File: src/rtl/riscv_pkg.sv
// Shared RISC-V writeback types: register-file geometry, writeback request
// bundle, arbiter grant encoding and the "does this write reach the RF" rule.
package riscv_pkg;

   localparam int unsigned REG_AW = 5;
   localparam int unsigned REG_DW = 32;

   typedef struct packed {
      logic              valid;
      logic [REG_AW-1:0] waddr;
      logic [REG_DW-1:0] wdata;
   } wb_req_t;

   typedef enum logic [1:0] {
      GNT_NONE = 2'd0,
      GNT_ALU  = 2'd1,
      GNT_LSU  = 2'd2
   } grant_e;

   // x0 is hard-wired to zero: transfers to it are accepted but never written.
   function automatic logic wb_writes_rf(input logic [REG_AW-1:0] waddr);
      return waddr != '0;
   endfunction

endpackage

File: src/rtl/riscv_rr_arb2.sv
// Two-way ALU/LSU writeback arbiter. RISCV_WB_RR_EN selects round-robin;
// otherwise fixed priority LSU over ALU with no last-grant state.
module riscv_rr_arb2
   import riscv_pkg::*;
(
   input  logic   clk,
   input  logic   rst_n,
   input  logic   alu_valid_i,
   input  logic   lsu_valid_i,
   output grant_e grant_o
);

   logic contention;
   assign contention = alu_valid_i && lsu_valid_i;

`ifdef RISCV_WB_RR_EN
   grant_e last_q, last_d;

   always_comb begin
      grant_o = GNT_NONE;
      if (contention) begin
         grant_o = (last_q == GNT_LSU) ? GNT_ALU : GNT_LSU;
      end else if (lsu_valid_i) begin
         grant_o = GNT_LSU;
      end else if (alu_valid_i) begin
         grant_o = GNT_ALU;
      end
   end

   // History only moves on contention, so a lone requester never steals a turn.
   always_comb begin
      last_d = last_q;
      if (contention) begin
         last_d = grant_o;
      end
   end

   always_ff @(posedge clk or negedge rst_n) begin
      if (!rst_n) begin
         last_q <= GNT_ALU;
      end else begin
         last_q <= last_d;
      end
   end
`else
   logic unused_clk_rst;
   assign unused_clk_rst = clk ^ rst_n ^ contention;

   always_comb begin
      grant_o = GNT_NONE;
      if (lsu_valid_i) begin
         grant_o = GNT_LSU;
      end else if (alu_valid_i) begin
         grant_o = GNT_ALU;
      end
   end
`endif

endmodule

File: src/rtl/riscv_wb_arb.sv
// Register-file writeback arbiter: merges ALU and LSU writebacks into one
// registered write port. Policy set by RISCV_WB_RR_EN (see riscv_rr_arb2).
module riscv_wb_arb
   import riscv_pkg::*;
#(
   parameter int unsigned AW = REG_AW,
   parameter int unsigned DW = REG_DW
) (
   input  logic          clk,
   input  logic          rst_n,
   input  logic          i_alu_valid,
   input  logic [AW-1:0] i_alu_waddr,
   input  logic [DW-1:0] i_alu_wdata,
   output logic          o_alu_ready,
   input  logic          i_lsu_valid,
   input  logic [AW-1:0] i_lsu_waddr,
   input  logic [DW-1:0] i_lsu_wdata,
   output logic          o_lsu_ready,
   output logic          o_we,
   output logic [AW-1:0] o_waddr,
   output logic [DW-1:0] o_wdata,
   output logic [7:0]    o_stall_cnt
);

   wb_req_t       alu_req, lsu_req, sel_req;
   grant_e        grant;
   logic          alu_ready, lsu_ready, accept, stalled;

   logic          we_q, we_d;
   logic [AW-1:0] waddr_q, waddr_d;
   logic [DW-1:0] wdata_q, wdata_d;
   logic [7:0]    stall_q, stall_d;

   // Requests are carried in the package bundle; widths adapt by cast.
   assign alu_req = '{valid: i_alu_valid, waddr: REG_AW'(i_alu_waddr), wdata: REG_DW'(i_alu_wdata)};
   assign lsu_req = '{valid: i_lsu_valid, waddr: REG_AW'(i_lsu_waddr), wdata: REG_DW'(i_lsu_wdata)};

   riscv_rr_arb2 u_arb (
      .clk         (clk),
      .rst_n       (rst_n),
      .alu_valid_i (alu_req.valid),
      .lsu_valid_i (lsu_req.valid),
      .grant_o     (grant)
   );

   // Readies are masked by reset so nothing is accepted while held in reset.
   assign alu_ready = rst_n && (grant == GNT_ALU);
   assign lsu_ready = rst_n && (grant == GNT_LSU);
   assign accept    = alu_ready || lsu_ready;
   assign sel_req   = lsu_ready ? lsu_req : alu_req;
   assign stalled   = (alu_req.valid && !alu_ready) || (lsu_req.valid && !lsu_ready);

   always_comb begin
      we_d    = accept && wb_writes_rf(sel_req.waddr);
      waddr_d = waddr_q;
      wdata_d = wdata_q;
      if (accept) begin
         waddr_d = AW'(sel_req.waddr);
         wdata_d = DW'(sel_req.wdata);
      end
      stall_d = stall_q;
      if (stalled && (stall_q != 8'hFF)) begin
         stall_d = stall_q + 8'd1;
      end
   end

   always_ff @(posedge clk or negedge rst_n) begin
      if (!rst_n) begin
         we_q    <= 1'b0;
         waddr_q <= '0;
         wdata_q <= '0;
         stall_q <= '0;
      end else begin
         we_q    <= we_d;
         waddr_q <= waddr_d;
         wdata_q <= wdata_d;
         stall_q <= stall_d;
      end
   end

   assign o_alu_ready = alu_ready;
   assign o_lsu_ready = lsu_ready;
   assign o_we        = we_q;
   assign o_waddr     = waddr_q;
   assign o_wdata     = wdata_q;
   assign o_stall_cnt = stall_q;

endmodule
File: config.mk
export PLATFORM = sky130hd
export DESIGN_NAME = riscv_wb_arb
export DESIGN_NICKNAME = d
export VERILOG_FILES = /design/src/rtl/riscv_pkg.sv /design/src/rtl/riscv_rr_arb2.sv /design/src/rtl/riscv_wb_arb.sv
export SDC_FILE = /design/constraint.sdc
export NUM_CORES = 1
export LEC_CHECK = 0
export ABC_AREA = 1
export BUFFER_PORTS_ARGS = -buffer_cell sky130_fd_sc_hd__buf_4
export CAP_MARGIN = 20
export CORE_AREA = 2 2 75 77
export CTS_BUF_LIST = sky130_fd_sc_hd__clkbuf_8
export CTS_CLUSTER_DIAMETER = 40
export DETAILED_ROUTE_END_ITERATION = 8
export DIE_AREA = 0 0 77 79
export PLACE_DENSITY = 0.79
export SYNTH_ARGS = -nofsm -noshare
export SYNTH_HDL_FRONTEND = slang
export SYNTH_HIERARCHICAL = 1
export SYNTH_SLANG_ARGS = --single-unit
File: constraint.sdc
create_clock -name clk -period 3.2 [get_ports clk]
set_clock_uncertainty 0.2 [all_clocks]
set_input_delay 0.32 -clock clk [delete_from_list [all_inputs] [get_ports clk]]
set_output_delay 0.32 -clock clk [all_outputs]
set_load 0.005 [all_outputs]
==> qor.yml <==
status: "complete, no violations"
syn-cell-area_um2: 2310
slew_headroom_pct: 69.2
synth_top_flop_cell: "dfrtp_1"
synthesis.nets: 362
synth.top_cells.by_area: "dfrtp_1 50%, nand2_1 12%, o21ai_1 11%, nor2_1 5.8%, o21ai_0 4.8%"
power_density_nw_per_um2: 525
globalplace.congestion: 0.807
avgRoutedWirePerCell_um: 13.3
min_to: "o_wdata[21]"
post-route-period-util_pct: 71.6
critPathMaxFanout: 23
p_leak_nw: 1.76
die_w_um: 77
fmax_mhz: 436
clock-sinks: 46
root_buffer: "clkbuf_8"
avgSynthCellArea_um2: 8.17
worstMarginPinSlew_ps: 462
netlist_top_cells_count: "72 x nand2_1, 52 x o21ai_1, 46 x dfrtp_1"
post_cts_resized: 0
yosysTopAreaCell: "dfrtp_1"
die_y_um: 79
synth_cells: 283
arrival_ps: 2290
reg2reg_to: "o_stall_cnt[7]"
ys_ff_latch: 46
crit_path_end_kind: "flip-flop"
first_iter_violations: 103
setup_violations: 0
cap_violations: 0
ioPinCount: 126
fill_cells: 495
rsz0062_at_grt: "no"
synth_edf_count: 0
layout.nets: 482
yosysSeqAreaShare_pct: 49.8
ir_worst_vdd_mv: 0.241
clock_latency_ps: 290
synth_most_common_cell: "nand2_1"
grt_pass1_vias: 2172
ff2ff_setup_slack_ps: 1440
postCtsSetupBuffers: 0
finalHoldViolations: 0
grt_overflow: 0
initial_core_util_pct: 43.3
area_delta_synth_final_pct: 44.7
dieArea_um2: 6080
drc: 0
dr.pass1.iters: 4
port-buffer-count: 125
rows: 27
vias: 2330
required_ps: 3190
reg2reg_from: "o_stall_cnt[0]"
multi_input_area_um2: 951
fin_setup_tns_ps: 0
via_per_inst: 4.89
grt_pass1_wl_mm: 10.0
async_flop_share_pct: 100
seqCellArea_um2: 1150
fin_crit_ps: 2290
wirelength_mm: 6.33
postPlaceCellArea_um2: 3230
ys_warn_count: 6
holdCritStartpoint: "i_lsu_wdata[21]"
clkTransAtPathRegs_ps: 90
worst_setup_path_start_kind: "input pin"
grt_antenna_before_repair: 0
cts_tree: "done"
grt_max_degree: 44
core_area_um2: 5340
final_antenna_net_count: 0
clock_path_buffers: 2
drive_above_1_share_pct: 36.4
yosysUniqueCellTypes: 23
hold_class: "in2reg"
diodes: 0
ff2ff_path_depth: 8
hpwl_mm: 4.64
numCtsBuffers: 5
track_usage_pct: 21.0
min_path_cells: 3
slew_viol_final: 0
stdcell_area_um2: 3350
synth_top_area_share_pct: 49.8
path_class: "in2reg"
htree_levels: 2
[area by class of cell]
type                       instances  area share, %
inverter                          19           2.21
clock buffer                       5           2.06
clock inverter                     3           1.20
multi-input combinational        202           28.4
timing repair buffer             129           29.0
sequential                        46           34.4
tap                               72           2.69
[state kept, by name, indices dropped and copies added, names as in the netlist]
name / flops
o_stall_cnt: 8
o_wdata: 32
o_we: 1
o_waddr: 5
[what timing repair did]
item | 4_1_cts | 5_1_grt
hold buffers | 1 | 0
hold endpoints to repair | 10 | 0
setup endpoints to repair | 0 | 0
[through the flow]
stage	hold slack, ps	instances	total power, mW	util (%)	setup WS (ps)
detailed placement	-12.0	467	1.34	60.5	1010
global placement	-17.4	467	1.33	60.5	1080
global route	65.4	476	1.87	62.7	717
floorplan	-176	283	1.03	-	1690
CTS	69.2	476	1.77	62.7	904
finish	69.0	476	1.76	62.7	908
[report_power, final]
| group | leakage (nW) | total, mW | switching, mW | internal (mW) |
|---|---|---|---|---|
| logic | 1.13 | 0.537 | 0.233 | 0.303 |
| clock network | 0.0579 | 0.428 | 0.198 | 0.230 |
| registers | 0.571 | 0.792 | 0.0909 | 0.701 |
| total | 1.76 | 1.76 | 0.522 | 1.23 |
[per-layer routing]
metal	up-vias	part of all wire, %	track usage (%)
li1	1148	-	-
met1	1069	39	25.3
met2	101	52	37.2
met3	12	6.3	3.64
met4	0	2.2	8.93
met5	-	0	0
[cells by family (layout without fill, tap and decap cells)]
family,after synthesis,in the layout,share of synthesized area (%)
AOI/OAI and AO/OA,74,74,16.0
xor gates and xnor gates,6,6,2.60
adders and majority gates,1,1,0.541
buffers and inverters,35,156,9.09
DFF,46,46,49.8
and+or+nand+nor,121,121,22.0
[worst max path at each step]
stage,slack [ps],to,cells after the start,from
after floorplan,1690,o_stall_cnt[0],7,o_stall_cnt[0]
after global placement,1080,o_waddr[1],7,i_lsu_valid
after detailed placement,1010,o_waddr[0],7,i_lsu_valid
after CTS,900,o_stall_cnt[3],10,rst_n
after global routing,720,o_stall_cnt[3],10,rst_n
final,910,o_stall_cnt[7],10,rst_n
[cell usage in the layout, fill, tap and decap left out]
master / synthesis / layout
xnor2_2: 1 / 1
clkbuf_8: 0 / 5
bufinv_16: 0 / 1
nand3_4: 1 / 1
dfrtp_1: 46 / 46
xnor2_1: 1 / 1
o21ai_0: 22 / 22
nor2_4: 1 / 1
clkinv_2: 0 / 2
ha_1: 1 / 1
nand4_1: 2 / 2
nand3_1: 3 / 3
nor2_1: 36 / 36
nand2_4: 1 / 1
o21ai_1: 52 / 52
nor2_2: 2 / 2
nand2_2: 2 / 2
nand3_2: 1 / 1
nand2_1: 72 / 72
buf_4: 5 / 128
inv_4: 1 / 1
inv_1: 17 / 17
xor2_1: 4 / 4
inv_2: 1 / 1
dlygate4sd3_1: 0 / 1
[worst max-delay path, cell delays in order]
cell and delay (ps):
dlygate4sd3_1 540, buf_4 240, nand3_4 270, buf_4 300, nand2_1 70, nand2_1 60, nand2_2 210, inv_1 130
nand2_1 80, nand2_1 50
(Power assumes the default switching activity.)
